<file path="src/rtl/pc_seq_pkg.sv">
// Shared definitions for the fetch PC sequencer: FSM state encoding and
// default geometry used by the interface, the top and the bench.
package pc_seq_pkg;

    typedef enum logic [1:0] {
        ST_BOOT     = 2'd0,
        ST_FETCH    = 2'd1,
        ST_WAIT_MEM = 2'd2,
        ST_FLUSH    = 2'd3
    } state_e;

    localparam int PC_W_DEF        = 8;
    localparam int FLUSH_DEPTH_DEF = 2;
    localparam int CNT_W_DEF       = 16;
    // Wide enough for the largest supported flush depth (7).
    localparam int FLUSH_CNT_W     = 3;

endpackage : pc_seq_pkg

</file>
<file path="src/rtl/pc_sequencer_if.sv">
// Signal bundle between the branch unit / hazard unit / imem side (master)
// and the fetch PC sequencer (slave).
interface pc_sequencer_if
    import pc_seq_pkg::*;
#(
    parameter int PC_W  = PC_W_DEF,
    parameter int CNT_W = CNT_W_DEF
);
    logic             stall_i;
    logic             redirect_i;
    logic [PC_W-1:0]  redirect_pc_i;
    logic             imem_ready_i;
    logic [PC_W-1:0]  pc_o;
    logic             fetch_valid_o;
    logic             flush_o;
    state_e           state_o;
    logic [CNT_W-1:0] redirect_cnt_o;

    modport master (
        output stall_i, redirect_i, redirect_pc_i, imem_ready_i,
        input  pc_o, fetch_valid_o, flush_o, state_o, redirect_cnt_o
    );

    modport slave (
        input  stall_i, redirect_i, redirect_pc_i, imem_ready_i,
        output pc_o, fetch_valid_o, flush_o, state_o, redirect_cnt_o
    );

endinterface : pc_sequencer_if

</file>
<file path="src/rtl/pc_sequencer_sat_counter.sv">
// Saturating up-counter: counts inc pulses and sticks at all-ones.
module sat_counter #(
    parameter int W = 16
) (
    input  logic         clk,
    input  logic         rst_n,
    input  logic         inc,
    output logic [W-1:0] count
);

    always_ff @(posedge clk or negedge rst_n) begin
        if (!rst_n) begin
            count <= '0;
        end else if (inc && (count != '1)) begin
            count <= count + W'(1);
        end
    end

endmodule : sat_counter

</file>
<file path="src/rtl/pc_sequencer.sv">
// Fetch PC owner: sequences the PC from branch-unit redirects, holds it on
// stalls or imem back-pressure, and squashes younger stages after a redirect.
module pc_sequencer
    import pc_seq_pkg::*;
#(
    parameter int              PC_W        = PC_W_DEF,
    parameter logic [PC_W-1:0] RESET_PC    = '0,
    parameter int              FLUSH_DEPTH = FLUSH_DEPTH_DEF,
    parameter int              CNT_W       = CNT_W_DEF
) (
    input  logic           clk,
    input  logic           rst_n,
    pc_sequencer_if.slave  bus
);

    localparam logic [FLUSH_CNT_W-1:0] FLUSH_LOAD = FLUSH_CNT_W'(FLUSH_DEPTH);

    state_e                 state_q, state_d;
    logic [PC_W-1:0]        pc_q, pc_d;
    logic [FLUSH_CNT_W-1:0] flush_cnt_q, flush_cnt_d;
    logic                   fetch_valid_q;
    logic                   flush_q;
    logic                   redirect_take;

    // NOTE: every signal assigned in always_comb gets a default at the top;
    // a path that leaves one unassigned would infer a latch.
    always_comb begin
        state_d       = state_q;
        pc_d          = pc_q;
        flush_cnt_d   = flush_cnt_q;
        redirect_take = 1'b0;

        unique case (state_q)
            ST_BOOT: begin
                state_d = ST_FETCH;
            end
            ST_FETCH: begin
                redirect_take = bus.redirect_i;
                if (!bus.stall_i) begin
                    if (bus.imem_ready_i) pc_d    = pc_q + PC_W'(1);
                    else                  state_d = ST_WAIT_MEM;
                end
            end
            ST_WAIT_MEM: begin
                redirect_take = bus.redirect_i;
                if (bus.imem_ready_i) begin
                    state_d = ST_FETCH;
                    // Stalled accept: the word is taken but the PC must not move.
                    if (!bus.stall_i) pc_d = pc_q + PC_W'(1);
                end
            end
            ST_FLUSH: begin
                redirect_take = bus.redirect_i;
                flush_cnt_d   = flush_cnt_q - FLUSH_CNT_W'(1);
                if (flush_cnt_q == FLUSH_CNT_W'(1)) state_d = ST_FETCH;
            end
            default: begin
                state_d = ST_BOOT;
            end
        endcase

        // Redirect outranks stall and imem_ready in every state that accepts it.
        if (redirect_take) begin
            pc_d        = bus.redirect_pc_i;
            state_d     = ST_FLUSH;
            flush_cnt_d = FLUSH_LOAD;
        end
    end

    // NOTE: sequential state uses non-blocking assignments so every flop
    // samples the pre-edge values regardless of statement order.
    always_ff @(posedge clk or negedge rst_n) begin
        if (!rst_n) begin
            state_q       <= ST_BOOT;
            pc_q          <= RESET_PC;
            flush_cnt_q   <= '0;
            fetch_valid_q <= 1'b0;
            flush_q       <= 1'b0;
        end else begin
            state_q       <= state_d;
            pc_q          <= pc_d;
            flush_cnt_q   <= flush_cnt_d;
            fetch_valid_q <= (state_d == ST_FETCH) || (state_d == ST_WAIT_MEM);
            flush_q       <= (state_d == ST_FLUSH);
        end
    end

    sat_counter #(.W(CNT_W)) u_redirect_cnt (
        .clk   (clk),
        .rst_n (rst_n),
        .inc   (redirect_take),
        .count (bus.redirect_cnt_o)
    );

    assign bus.pc_o          = pc_q;
    assign bus.fetch_valid_o = fetch_valid_q;
    assign bus.flush_o       = flush_q;
    assign bus.state_o       = state_q;

endmodule : pc_sequencer
</file>
<file path="src/flat_wrapper.sv">
// flat-port wrapper written by rule: the top's interface ports become plain ports
module pc_sequencer_flat import pc_seq_pkg::*;
#(
    parameter int              PC_W        = PC_W_DEF,
    parameter logic [PC_W-1:0] RESET_PC    = '0,
    parameter int              FLUSH_DEPTH = FLUSH_DEPTH_DEF,
    parameter int              CNT_W       = CNT_W_DEF
)
  (clk, rst_n, bus_stall_i, bus_redirect_i, bus_redirect_pc_i, bus_imem_ready_i, bus_pc_o, bus_fetch_valid_o, bus_flush_o, bus_state_o, bus_redirect_cnt_o);
  pc_sequencer_if #(.PC_W(PC_W), .CNT_W(CNT_W)) bus_i ();
  input  logic clk;
  input  logic rst_n;
  input wire logic [$bits(bus_i.stall_i)-1:0] bus_stall_i;
  input wire logic [$bits(bus_i.redirect_i)-1:0] bus_redirect_i;
  input wire logic [$bits(bus_i.redirect_pc_i)-1:0] bus_redirect_pc_i;
  input wire logic [$bits(bus_i.imem_ready_i)-1:0] bus_imem_ready_i;
  output wire logic [$bits(bus_i.pc_o)-1:0] bus_pc_o;
  output wire logic [$bits(bus_i.fetch_valid_o)-1:0] bus_fetch_valid_o;
  output wire logic [$bits(bus_i.flush_o)-1:0] bus_flush_o;
  output wire logic [$bits(bus_i.state_o)-1:0] bus_state_o;
  output wire logic [$bits(bus_i.redirect_cnt_o)-1:0] bus_redirect_cnt_o;
  assign bus_i.stall_i = bus_stall_i;
  assign bus_i.redirect_i = bus_redirect_i;
  assign bus_i.redirect_pc_i = bus_redirect_pc_i;
  assign bus_i.imem_ready_i = bus_imem_ready_i;
  assign bus_pc_o = bus_i.pc_o;
  assign bus_fetch_valid_o = bus_i.fetch_valid_o;
  assign bus_flush_o = bus_i.flush_o;
  assign bus_state_o = bus_i.state_o;
  assign bus_redirect_cnt_o = bus_i.redirect_cnt_o;
  pc_sequencer #(.PC_W(PC_W), .RESET_PC(RESET_PC), .FLUSH_DEPTH(FLUSH_DEPTH), .CNT_W(CNT_W)) u_core (.clk(clk), .rst_n(rst_n), .bus(bus_i));
endmodule
</file>
<file path="config.mk">
export PLATFORM = sky130hd
export DESIGN_NAME = pc_sequencer_flat
export DESIGN_NICKNAME = d
export VERILOG_FILES = /design/src/rtl/pc_seq_pkg.sv /design/src/rtl/pc_sequencer_if.sv /design/src/rtl/pc_sequencer_sat_counter.sv /design/src/rtl/pc_sequencer.sv /design/src/flat_wrapper.sv
export SDC_FILE = /design/constraint.sdc
export NUM_CORES = 1
export LEC_CHECK = 0
export CORE_MARGIN = 2
export CORE_UTILIZATION = 37
export DETAILED_ROUTE_END_ITERATION = 10
export SETUP_SLACK_MARGIN = 0.4
export SYNTH_ARGS = -nofsm -noshare
export SYNTH_HDL_FRONTEND = slang
export SYNTH_SLANG_ARGS = --single-unit
</file>
<file path="constraint.sdc">
create_clock -name clk -period 5 [get_ports clk]
set_input_delay 0.5 -clock clk [delete_from_list [all_inputs] [get_ports clk]]
set_output_delay 0.5 -clock clk [all_outputs]
set_load 0.05 [all_outputs]
</file>
======== Word-level counts from Yosys, hierarchy flattened ========
Index checks and enable logic that the tools add are counted.
operators by class
  add/subtract/negate cells ............... 3
  equal/unequal tests ..................... 12
  multiplexer cells ....................... 15
  reductions and logical operators ........ 7
operators by type and width
  cell                                               count
  2-to-1 mux 8 bit                                   5
  adder 16 x 1 -> 16 bit (second input constant)     1
  inequality test 16 bit (second input constant)     1
  one-hot mux 8 bit (2 select lines)                 1
  inequality test 3 bit (second input constant)      4
  2-to-1 mux 2 bit                                   5
  adder 8 x 1 -> 8 bit (second input constant)       1
  == test 2 bit (second input constant)              4
  one-hot mux 2 bit (4 select lines)                 1
  2-to-1 mux 3 bit                                   2
  AND reduction 5 bit                                1
  == test 2 x 1 -> 1 bit (second input constant)     2
  == test 3 x 1 -> 1 bit (second input constant)     1
  nonzero test 3 bit                                 1
  OR reduction 3 bit                                 1
  subtractor 3 x 1 -> 3 bit (second input constant)  1
  logical NOT 2 bit                                  1
  nonzero test 2 bit                                 1
  logical AND 1 bit                                  1
  logical OR 1 bit                                   1
  2-to-1 mux 1 bit                                   1
word-level totals
  register bits after elaboration ......... 31
  output and inout bits ................... 28

======== Logic depth before layout (Yosys ltp) ========
  depth in word-level cells ............... 6
  mapped depth ............................ 7
  depth with buffers taken out ............ 7

======== Hierarchy ========
From an unflattened synthesis, not the netlist that was laid out.
second synthesis, totals
  cells, all modules ...................... 170
  area, all modules ....................... 1780.5 sq um
by module, submodules not included
  module        times used  cells each  area an instance (sq um)  sequential area each (sq um)
  pc_sequencer  1           98          920.9                     375.4
  sat_counter   1           72          859.6                     400.4

======== Worst setup path after synthesis ========
Ideal clock, no wire load.
  path type ............................... reg2reg
  start ................................... register u_core.state_q[0] (netlist: u_core.bus.state_o[0])
  end ..................................... register u_core.u_redirect_cnt.count[11]
  setup time .............................. 0.128 ns
  arrival ................................. 2.237 ns
  setup slack ............................. 2.636 ns
  stages on the path, launching flop included .. 7
  period minus slack after synthesis ...... 2.364 ns
  cell sequence ........................... dfrtp_1 inv_1 ha_1 nand2b_2 or4_4 nor2_1 mux2_1
between the ends
  cells in the longest elaborated chain, start to end .. 4
  elaborated cells between the ends (all ways) .. 6
ends and longest elaborated chain
  item                                                     line                            text
  from (decl)                                              pc_sequencer.sv:18              state_e state_q, state_d;
  from (signal assigned)                                   pc_sequencer.sv:80              state_q <= state_d;
  == test 2 x 1 -> 1 bit or == test 2 bit (tied branches)  pc_sequencer.sv:33              unique case (state_q)
  OR reduction 3 bit (no line) *                           -
  2-to-1 mux 1 bit *                                       pc_sequencer.sv:33
  logical AND 1 bit *                                      pc_sequencer_sat_counter.sv:14  end else if (inc && (count != '1)) begin
  to (signal assigned)                                     pc_sequencer_sat_counter.sv:15  count <= count + W'(1);
  to (decl)                                                pc_sequencer_sat_counter.sv:8   output logic [W-1:0] count
Every way passes the cells marked *; elsewhere a longest branch is shown, timed or not.
A chain may end at the register's enable or synchronous reset.

======== Final worst setup path ========
  start ................................... register u_core.state_q[1] (netlist: u_core.bus.state_o[1])
  end ..................................... register u_core.u_redirect_cnt.count[11]
Same word-level chain as after synthesis.

==> results.md <==
* Net total in the final layout at 235
* CTS sink count at 31
* Die height at 71.12 um
* Crit path max fanout at 16
* Slew Limit Fails at 0
* Syn Inst Count at 166
* Total CTS buffers at 5
* Ys flop type: dfrtp_1
* Clk pwr share at 14.5%
* Post-CTS Hold Fix Bufs at 0
* Worst setup EP type: flip-flop
* Detailed placement HPWL at 2756 um
* Initial DRC Count at 54
* Fin crit share at 45.29%
* Critical path data required time at 5.17 ns
* DIE WIDTH at 71.12 um
* Clock Skews at about 0.0083 ns
* CP top delay family: simple AND/OR/NAND/NOR gates
* Core Area at 4354 um^2
* Layout area overhead at 32.96%
* First-pass GRT wire length at 6279 um
* Slew HR at 55.75%
* Number of synthesized flops with an enable pin at 0
* Vias/cell at 5.106
* Yosys cell types at 35
* Placed inst area at 2132 um^2
* Vias at 1353
* Placed cells at 257
* H-tree depth at 2
* Root Driver: clkbuf_8
* Worst skew pair latency at 0.28 ns
* CP Cell Sequence: inv_1, ha_1, nand2b_2, or4_4, nor2_1, mux2_1
* Setup TNS at 0 ns
* Syn Std Cell Area at 1667 um^2
* Global route total overflow at 0
* Clock Pin Slew Worst Setup and Hold Paths at about 0.07 ns
* Final setup vio count at 0
* Minimum clock period at between 2 and 2.5 ns
* Gr usage total at 15.72%
* Worst setup SP type: flip-flop
* HP Class: flip-flop to flip-flop
* Fin. Hold Viols at 0
* Seq pwr share at about a third
* Static Leak at 0.9340 nW
* # IOs at 41
* Total Die Area at 5057 um^2
* IO buf count at 40
* Clock tree buffer depth at 2
* Largest net degree at the start of global routing at 32
* Vias in the first global route at 1353
* ANT nets after route at 0
* Final wirelength at approximately 3600 um
* Crit path largest cell delay at around 0.61 ns
* Worst Path Buf+Inv at 1
* Yosys reg bits at 31
* Status: finished clean
* Fmax at 441.6 MHz
* Share of layout cells above drive strength 1 at 9.859%
* Critical path data arrival time at 2.43 ns
* Routability cong. at roughly 0.86
* Tot Pwr at 1.285 mW
* Cell Int Power at 667.6 uW
* Net Switching at 617.6 uW
* First-pass DRT Iterations at 4
* CP max stage cell: or4_4
* Sequential share of the synthesized area at 46.55%
* Post-synth ARST share at 100.0%
* Combinational fraction of design power at 52.1%
* Least-Margin Pin Slew at roughly 0.66 ns
* Ant. Diodes at 0
* Starting Density at 38.28%
* Switch share at between 40% and 50%
* Initial antenna violation count at 0
* Post_cts resized at 0
* Post-route DRC at 0
* Final Core Density at about half
* Power Dens Cells at between 500 and 600 nW/um^2
* Post-CTS setup buffer count at 0
* Syn avg cell area at 10.04 um^2
* CTS tree: done
* Synth Net Count at about 190
* YS warnings at 0
* Rows at 24
* RSZ-0062 raised after global routing: no
* WS Path Type: flip-flop to flip-flop
* Peak VDD IR at between 0.0003 and 0.0004 V
* Number of max-cap violations at 0
* Layout Cells excl Fill at 265
* DR WL/cell at 13.60 um
* Post-Layout Inst Area at 2216 um^2
==> area by class of cell <==
class                      count  area, um^2
inverter                       7       26.28
timing repair buffer          41       407.9
sequential                    31       775.7
clock buffer                   5       68.82
multi-input combinational    126       857.1
tap                           52       65.06
clock inverter                 3       15.01
fill                         398        2138
==> worst reg2reg max path, stage by stage (launching register included) <==
cell	delay, ns
dfrtp_1	0.45
inv_1	0.10
ha_1	0.22
nand2b_2	0.33
or4_4	0.61
nor2_1	0.12
mux2_1	0.32
==> synthesized netlist by cell type (all sizes together), types with 2 or more instances <==
library cell / instances / area [um^2]
dfrtp: 31 / 775.7
o21ai: 17 / 85.08
nand2: 16 / 60.06
nor2: 15 / 58.81
xor2: 15 / 131.4
ha: 10 / 125.1
inv: 7 / 26.28
nor3: 7 / 35.03
a21oi: 6 / 30.03
nand3: 4 / 20.02
nand4: 4 / 37.53
or3: 4 / 25.02
a31oi: 3 / 18.77
and4: 3 / 26.28
nor4: 3 / 31.28
xnor2: 3 / 26.28
clkbuf: 2 / 7.510
mux2: 2 / 26.27
nand2b: 2 / 15.02
nor2b: 2 / 12.51
nor4b: 2 / 23.77
or2: 2 / 12.51
or4: 2 / 18.77
==> routing by layer <==
layer	vias up	global-route usage, %	part of all wire (%)
met5	-	0	0
met4	0	4.822	1.1
met3	7	4.701	4.8
met2	28	25.75	49
met1	642	20.09	45
li1	676	-	-
==> path summary, 6_finish.rpt <==
kind                                       startpoint                               to  slack [ns]  cells after the start
worst max-delay path            u_core.bus.state_o[1]  u_core.u_redirect_cnt.count[11]        2.74                      6
worst min-delay path            u_core.flush_cnt_q[1]            u_core.flush_cnt_q[1]        0.51                      2
worst max register to register  u_core.bus.state_o[1]  u_core.u_redirect_cnt.count[11]        2.74                      6
worst min register to register  u_core.flush_cnt_q[1]            u_core.flush_cnt_q[1]        0.51                      2
max in group asynchronous                       rst_n  u_core.u_redirect_cnt.count[13]        4.10                      2
min in group asynchronous                       rst_n               u_core.bus.pc_o[3]        0.61                      2
==> cell families (layout without fill, tap and decap cells) <==
group / Yosys count / in the layout / synth area share, %
AOI/OAI and AO/OA: 28 / 28 / 8.934
xor gates and xnor gates: 18 / 18 / 9.460
and+or+nand+nor: 67 / 67 / 23.35
DFF: 31 / 31 / 46.55
adders and majority gates: 10 / 10 / 7.508
buffers and inverters: 9 / 56 / 2.027
muxes: 3 / 3 / 2.177
==> sequential cells by signal, indices dropped and copies added (netlist names) <==
register / cells
u_core.bus.flush_o: 1
u_core.bus.fetch_valid_o: 1
u_core.bus.state_o: 2
u_core.u_redirect_cnt.count: 16
u_core.bus.pc_o: 8
u_core.flush_cnt_q: 3
==> power groups by stage <==
stage | clock network (mW) | registers [mW] | logic, mW
global route | 0.206 | 0.443 | 0.717
global placement | 0 | 0.428 | 0.656
floorplan | 0 | 0.666 | 0.209
detailed placement | 0 | 0.431 | 0.676
finish | 0.187 | 0.429 | 0.670
CTS | 0.193 | 0.429 | 0.679
==> through the flow <==
step / setup WS [ns] / hold WS, ns
floorplan: 2.636 / 0.2044
global placement: 2.595 / 0.4875
detailed placement: 2.574 / 0.4886
CTS: 2.719 / 0.5046
global route: 2.584 / 0.5309
finish: 2.736 / 0.5084
==> cells in the final DEF (no fill, tap or decap), types with 3 or more instances in the layout <==
cell type	count
clkinv_2	3
clkbuf_8	5
nand2_1	16
nor2_1	14
dfrtp_1	31
xor2_1	15
inv_1	7
a21oi_1	6
ha_1	10
clkdlybuf4s50_1	40
xnor2_1	3
a31oi_1	3
nor3_1	7
and4_1	3
o21ai_0	16
nand3_1	4
or3_1	4
Power figures use the tool's default switching activity.
